--- src/rtl/debounce_pkg.sv ---
// Shared types and defaults for the level debouncer / edge detector.
package debounce_pkg;

  typedef enum logic [1:0] {
    IDLE_LOW  = 2'b00,
    WAIT_HIGH = 2'b01,
    IDLE_HIGH = 2'b10,
    WAIT_LOW  = 2'b11
  } debounce_state_t;

  localparam int unsigned DEBOUNCE_CYCLES_DEFAULT = 4;

endpackage

--- src/rtl/debounce_edge.sv ---
// Debounces a synchronized mechanical level, emitting one-cycle rise/fall
// strobes and an 8-bit wrapping count of accepted presses.
module debounce_edge
  import debounce_pkg::*;
#(
  parameter int unsigned DEBOUNCE_CYCLES = DEBOUNCE_CYCLES_DEFAULT
) (
  input  logic       clock,
  input  logic       reset_n,
  input  logic       in_sync,
  output logic       out_level,
  output logic       rise_pulse,
  output logic       fall_pulse,
  output logic [7:0] press_count
);

  localparam int CNT_WIDTH = $clog2(DEBOUNCE_CYCLES) + 1;
  localparam logic [CNT_WIDTH-1:0] CNT_LAST = CNT_WIDTH'(DEBOUNCE_CYCLES - 1);
  localparam logic [CNT_WIDTH-1:0] CNT_ONE  = CNT_WIDTH'(1);

  debounce_state_t       state_q, state_d;
  logic [CNT_WIDTH-1:0]  cnt_q, cnt_d;
  logic                  level_q, level_d;
  logic                  rise_q, rise_d;
  logic                  fall_q, fall_d;
  logic [7:0]            count_q, count_d;

  // Strobes default low so each accepted change produces exactly one cycle.
  always_comb begin
    state_d = state_q;
    cnt_d   = cnt_q;
    level_d = level_q;
    rise_d  = 1'b0;
    fall_d  = 1'b0;
    count_d = count_q;
    case (state_q)
      IDLE_LOW: begin
        if (in_sync) begin
          state_d = WAIT_HIGH;
          cnt_d   = CNT_ONE;
        end else begin
          cnt_d = '0;
        end
      end
      WAIT_HIGH: begin
        if (!in_sync) begin
          state_d = IDLE_LOW;
          cnt_d   = '0;
        end else if (cnt_q == CNT_LAST) begin
          state_d = IDLE_HIGH;
          cnt_d   = '0;
          level_d = 1'b1;
          rise_d  = 1'b1;
          count_d = count_q + 8'd1;
        end else begin
          cnt_d = cnt_q + CNT_ONE;
        end
      end
      IDLE_HIGH: begin
        if (!in_sync) begin
          state_d = WAIT_LOW;
          cnt_d   = CNT_ONE;
        end else begin
          cnt_d = '0;
        end
      end
      WAIT_LOW: begin
        if (in_sync) begin
          state_d = IDLE_HIGH;
          cnt_d   = '0;
        end else if (cnt_q == CNT_LAST) begin
          state_d = IDLE_LOW;
          cnt_d   = '0;
          level_d = 1'b0;
          fall_d  = 1'b1;
        end else begin
          cnt_d = cnt_q + CNT_ONE;
        end
      end
      // A corrupted state register falls back to a clean, fully cleared state.
      default: begin
        state_d = IDLE_LOW;
        cnt_d   = '0;
        level_d = 1'b0;
        count_d = 8'd0;
      end
    endcase
  end

  always_ff @(posedge clock or negedge reset_n) begin
    if (!reset_n) begin
      state_q <= IDLE_LOW;
      cnt_q   <= '0;
      level_q <= 1'b0;
      rise_q  <= 1'b0;
      fall_q  <= 1'b0;
      count_q <= 8'd0;
    end else begin
      state_q <= state_d;
      cnt_q   <= cnt_d;
      level_q <= level_d;
      rise_q  <= rise_d;
      fall_q  <= fall_d;
      count_q <= count_d;
    end
  end

  assign out_level   = level_q;
  assign rise_pulse  = rise_q;
  assign fall_pulse  = fall_q;
  assign press_count = count_q;

endmodule

--- config.mk ---
export PLATFORM = sky130hd
export DESIGN_NAME = debounce_edge
export DESIGN_NICKNAME = d
export VERILOG_FILES = /design/src/rtl/debounce_pkg.sv /design/src/rtl/debounce_edge.sv
export SDC_FILE = /design/constraint.sdc
export NUM_CORES = 1
export LEC_CHECK = 0
export ABC_AREA = 1
export BUFFER_PORTS_ARGS = -buffer_cell sky130_fd_sc_hd__buf_2
export CAP_MARGIN = 10
export CORE_MARGIN = 2
export CORE_UTILIZATION = 45
export CTS_CLUSTER_DIAMETER = 60
export DETAILED_ROUTE_END_ITERATION = 16
export GPL_TIMING_DRIVEN = 0
export PLACE_DENSITY_LB_ADDON = 0.1
export SLEW_MARGIN = 20
export SYNTH_ARGS = -nofsm -noshare
export SYNTH_HDL_FRONTEND = slang
export SYNTH_SLANG_ARGS = --single-unit
--- constraint.sdc ---
create_clock -name clock -period 1.15 [get_ports clock]
set_input_delay 0.345 -clock clock [delete_from_list [all_inputs] [get_ports clock]]
set_output_delay 0.345 -clock clock [all_outputs]
set_load 0.01 [all_outputs]
==> results of run 1 <==
[flip-flops by register name, summed over array words and instances (netlist names), named ones only]
name         cells
cnt_q            3
fall_pulse       1
out_level        1
press_count      8
rise_pulse       1
state_q          1
[layout make-up]
type	instances	area, sq um
plain buffers	1	11.3
inverters	10	37.5
clock buffers	4	36.3
repair buffers	26	175
well taps	16	20.0
fillers	136	531
flip-flops and latches	16	402
multi-input cells	64	347
[through the flow]
step	instance area [sq um]	util, %	hold WS, ns
2_1_floorplan	768	-	0.0494
3_3_place_gp	853	54.7	0.276
3_5_place_dp	853	54.7	0.271
4_1_cts	988	63.4	0.334
5_1_grt	1030	66.0	0.363
6_report	1030	66.0	0.340
[routing by layer]
metal  up-vias  wire (um)
li1        340          -
met1       298        659
met4         0          8
met3         2        107
met2        22        661
met5         -          0
[repair_timing]
item	in CTS	in global routing
cloned	1	0
pin swaps	9	3
setup endpoints to repair	17	22
hold buffers	1	0
endpoints found under the hold margin	16	0
gates resized for setup	7	6
setup buffers	8	3
[layout by cell type, fill, tap and decap left out]
cell type      netlist  routed
inv_1               10       9
nand3_2              0       1
ha_2                 0       1
clkbuf_8             0       1
nand2_1             40      38
dfrtp_2              0       1
ha_4                 0       1
nor3_1               2       2
buf_6                1       3
xor2_2               1       1
dfrtp_1             16      15
a211oi_2             0       1
nor2_4               1       1
nand3b_1             2       2
nor2_1               6       6
o21ai_0              3       1
o21ai_1              0       2
nand2_2              0       2
dlygate4sd3_1        0       1
clkbuf_4             0       3
inv_2                0       1
buf_4                0      11
nand4_1              1       1
nand3_1              4       3
nand3_4              1       1
buf_2                0      12
[final timing paths]
kind | startpoint | endpoint | depth (start not counted)
worst max-delay path | press_count[0]$_DFFE_PN0P_ | press_count[0] | 1
min in group asynchronous | reset_n | cnt_q[1]$_DFF_PN0_ | 2
worst min register to register | out_level$_DFFE_PN0P_ | out_level$_DFFE_PN0P_ | 2
worst max register to register | cnt_q[0]$_DFF_PN0_ | press_count[5]$_DFFE_PN0P_ | 6
max in group asynchronous | reset_n | press_count[0]$_DFFE_PN0P_ | 2
worst min-delay path | in_sync | register | 3
[report_power, final]
part           total, uW  internal, uW  switching [uW]
sequential           743           664            79.3
clock                362           193             169
combinational        403           194             209
total               1510          1050             458
[kinds of logic after synthesis]
family | count (synthesis) | share of synthesized area (%)
adder cells (fa/ha/maj) | 2 | 3.27
flip-flops | 16 | 52.3
XOR/XNOR | 1 | 2.12
buffers and inverters | 11 | 6.37
AO/OA/AOI/OAI | 4 | 2.94
AND/OR/NAND/NOR | 57 | 33.0
==> reports/qor.yml, run 1 <==
h-tree-depth: 1
path_buf_inv: 1
place_inst: 120
maxCapViolations: 0
drive_gt1_share_pct: 33.9
busiest_layer: "met2"
die_w_um: 45.3
core-area_sq_um: 1560
yosysTopAreaCellShare_pct: 52.3
clock_sinks: 16
outcome: "finished with violations"
synth_area_leader_cell: "dfrtp_1"
power_density_nw_per_um2: 1470
min_period_over_period_pct: 104
crit_type: "register to primary output"
syn2layout_area_growth_pct: 34.3
cp_top_family: "flip-flops"
drt_wl_total_um: 1440
arrival_ns: 0.85
drtPass1Iterations: 4
grt_pass1_wl_um: 2540
tightestPinTransition_ns: 0.344
worstHoldPathType: "input pin to register"
numCtsBuffers: 3
synth_area_sq_um: 766
cts_root_buffer: "clkbuf_4"
crit_path_start_kind: "register"
hpwl_um: 915
timing.setup.tns_ns: -0.281
period_needed_ns: 1.20
die-area_sq_um: 2050
failed_checks: "negative setup slack"
r2r_slack_ns: -0.04
synth_area_per_cell_sq_um: 8.41
pin_count: 14
finalHoldViolCount: 0
yosys-top-cells-count: "nand2_1 (40), dfrtp_1 (16), inv_1 (10)"
p_leak_uw: 0.000552
cts.reportedPaths.clkPinSlew_ns: 0.09
yosys-top-cells-area: "dfrtp_1 (52%), nand2_1 (20%), inv_1 (4.9%), ha_1 (3.3%), nor2_1 (2.9%)"
drc: 0
die_y_um: 45.3
synth_most_common_cell: "nand2_1"
ys_ff_latch: 16
first_global_vias: 604
vias_per_cell: 4.83
clk-insertion-delay-late_ns: 0.28
drv_slew: 0
setup_viol: 12
rows: 14
rsz0062_at_grt: "true"
grt_max_degree: 17
antenna_cells: 0
cts_tree: "built"
max-slew-margin-rel_pct: 77.0
async_reset_ff_share_pct: 100
seq_area_frac_synth_pct: 52.3
netlist_instances: 91
met3_usage_pct: 6.00
yosysWarningCount: 0
dp_worst_setup_slack_ns: -0.0852
ys.flop_type: "dfrtp_1"
antenna_found_initial: 0
max_stage_delay_ns: 0.44
syn-num-nets: 96
synth_edf_count: 0
grt.total_usage_pct: 17.4
finalNonFillerCells: 137
nNetsFinal: 127
num_vias: 662
total_power_uw: 1510
start_util_pct: 49.1
required_ns: 0.81
routabilityCongestion: 0.724
crit_path_max_fanout: 4
worst_slack_ns: -0.0485
io_buffers: 13
grt_util_met2_pct: 28.6
wire_per_inst_um: 10.5
synth_cell_types: 15
use_met1_pct: 21.6
clockBufferDepth: 2
ant_nets: 0
cp-end-kind: "primary output"
crit_chain: "buf_6"
critPathSlowestCell: "dfrtp_2"
max_freq_ghz: 0.834
gr-total-overflow: 0
finClkSkew_ns: 0.00161
ir_drop_v: 0.00106
drtIter0Drc: 14
(Power assumes the default switching activity.)
==> inputs of run 2 (changes only) <==
--- a/config.mk
+++ b/config.mk
@@ -8,3 +8,3 @@
 export ABC_AREA = 1
-export BUFFER_PORTS_ARGS = -buffer_cell sky130_fd_sc_hd__buf_2
+export BUFFER_PORTS_ARGS = -buffer_cell sky130_fd_sc_hd__buf_4
 export CAP_MARGIN = 10
@@ -16,3 +16,2 @@
 export PLACE_DENSITY_LB_ADDON = 0.1
-export SLEW_MARGIN = 20
 export SYNTH_ARGS = -nofsm -noshare
--- a/constraint.sdc
+++ b/constraint.sdc
@@ -3,2 +3,2 @@
 set_output_delay 0.345 -clock clock [all_outputs]
-set_load 0.01 [all_outputs]
+set_load 0.05 [all_outputs]
==> run 2 against run 1 <==
Effect of this change: the run still ends with negative setup slack left; hold slack got worse by 0.012 ns; sequential share of layout area decreased by 4.6 points; global-route usage increased by 2.0 points; clock power increased by 9.1%; setup slack got worse by 0.048 ns; critical endpoint is now press_count[3]; largest power group unchanged.
==> reports/qor.yml, run 2 (synthesized netlist as in run 1, its figures left out) <==
required_ns: 0.81
routabilityCongestion: 0.791
worst_slack_ns: -0.0964
clock_sinks: 16
ir_drop_v: 0.000885
wire_per_inst_um: 13.0
maxCapViolations: 0
drc: 0
antenna_cells: 0
cts_root_buffer: "clkbuf_4"
gr-total-overflow: 0
drt_wl_total_um: 1840
grt_max_degree: 17
n_fill_cell: 106
h-tree-depth: 1
rows: 14
clockBufferDepth: 2
total_power_uw: 1760
antenna_found_initial: 0
holdWs_ns: 0.328
outcome: "finished with violations"
core-area_sq_um: 1560
grt.total_usage_pct: 19.4
largest_reg_flops: 8
drive_gt1_share_pct: 46.8
first_global_vias: 705
ant_nets: 0
cts_tree: "built"
start_util_pct: 49.1
finalHoldViolCount: 0
failed_checks: "negative setup slack"
numCtsBuffers: 3
crit_path_max_fanout: 2
power_density_nw_per_um2: 1480
max_stage_delay_ns: 0.45
die-area_sq_um: 2050
setup_viol: 18
p_leak_uw: 0.000588
arrival_ns: 0.90
crit_type: "register to primary output"
worstHoldPathType: "input pin to register"
pin_count: 14
grt_pass1_wl_um: 2840
nNetsFinal: 132
max_freq_ghz: 0.802
drtPass1Iterations: 4
die_w_um: 45.3
final_cell_mix: "nand2_1 (33), buf_6 (15), buf_4 (15)"
drv_slew: 0
io_buffers: 13
final_common_cell: "nand2_1"
critPathSlowestCell: "dfrtp_2"
crit_path_start_kind: "register"
clk-insertion-delay-late_ns: 0.30
finClkSkew_ns: 0.00874
min_period_over_period_pct: 108
cp_top_family: "flip-flops"
num_vias: 724
cts.reportedPaths.clkPinSlew_ns: 0.11
drtIter0Drc: 14
dp_worst_setup_slack_ns: -0.0754
crit_chain: "buf_8"
max-slew-margin-rel_pct: 86.1
period_needed_ns: 1.25
tightestPinTransition_ns: 0.207
rsz0062_at_grt: "true"
die_y_um: 45.3
vias_per_cell: 5.10
cp-end-kind: "primary output"
hpwl_um: 990
syn2layout_area_growth_pct: 54.9
path_buf_inv: 1
## run 2: cell count changes in the layout (fill, tap and decap cells not counted), moves of 2 or more
cell / before / now
buf_2: 12 / 0
buf_6: 3 / 15
nor2_2: 0 / 2
nor2_1: 6 / 3
nand2_2: 2 / 7
dfrtp_1: 15 / 9
buf_4: 11 / 15
nand2_1: 38 / 33
dfrtp_2: 1 / 7
## run 2: worst paths after layout
kind	slack (ns)	to	depth (start not counted)	startpoint
max in group asynchronous	0.51	press_count[1]$_DFFE_PN0P_	2	reset_n
max	-0.1	press_count[3]	1	press_count[3]$_DFFE_PN0P_
min in group asynchronous	0.44	press_count[4]$_DFFE_PN0P_	2	reset_n
min	0.33	register	3	in_sync
max reg2reg	-0.05	press_count[6]$_DFFE_PN0P_	8	press_count[3]$_DFFE_PN0P_
min reg2reg	0.51	cnt_q[0]$_DFF_PN0_	1	cnt_q[0]$_DFF_PN0_
## run 2: layout make-up
class	instances	area (sq um)	area share [%]
clock buffer	4	36.3	3.06
inverter	10	37.5	3.16
tap	16	20.0	1.69
buffer	1	11.3	0.949
sequential	16	409	34.5
timing repair buffer	31	295	24.9
multi-input combinational	64	377	31.8
## run 2: power by group
group	leakage [uW]	internal, uW	switching, uW	total [uW]
logic	0.000366	257	352	608
clock network	0.0000210	193	202	395
registers	0.000201	667	88.3	755
## run 2: stage by stage
| step | TNS, ns | area (sq um) | utilization (%) | instances |
|---|---|---|---|---|
| after floorplan | -0.0777 | 792 | - | 91 |
| after global placement | -0.375 | 910 | 58.3 | 120 |
| after detailed placement | -0.469 | 910 | 58.3 | 120 |
| after CTS | -0.789 | 1130 | 72.6 | 139 |
| after global routing | -1.78 | 1190 | 76.1 | 142 |
| final | -0.893 | 1190 | 76.1 | 142 |
## run 2: metal layers
metal	vias to the layer above	track usage [%]	wire (um)
li1	352	-	-
met4	0	6.47	35
met3	8	4.00	104
met5	-	0	0
met2	31	34.3	932
met1	333	23.3	767
## run 2: what timing repair did
| action | 4_1_cts | 5_1_grt |
|---|---|---|
| pin swaps | 5 | 7 |
| hold buffers | 1 | 0 |
| buffers inserted | 13 | 3 |
| gates resized for setup | 21 | 11 |
| endpoints found under the hold margin | 16 | 0 |
| endpoints found under the setup margin | 19 | 21 |
| cloned | 1 | 0 |
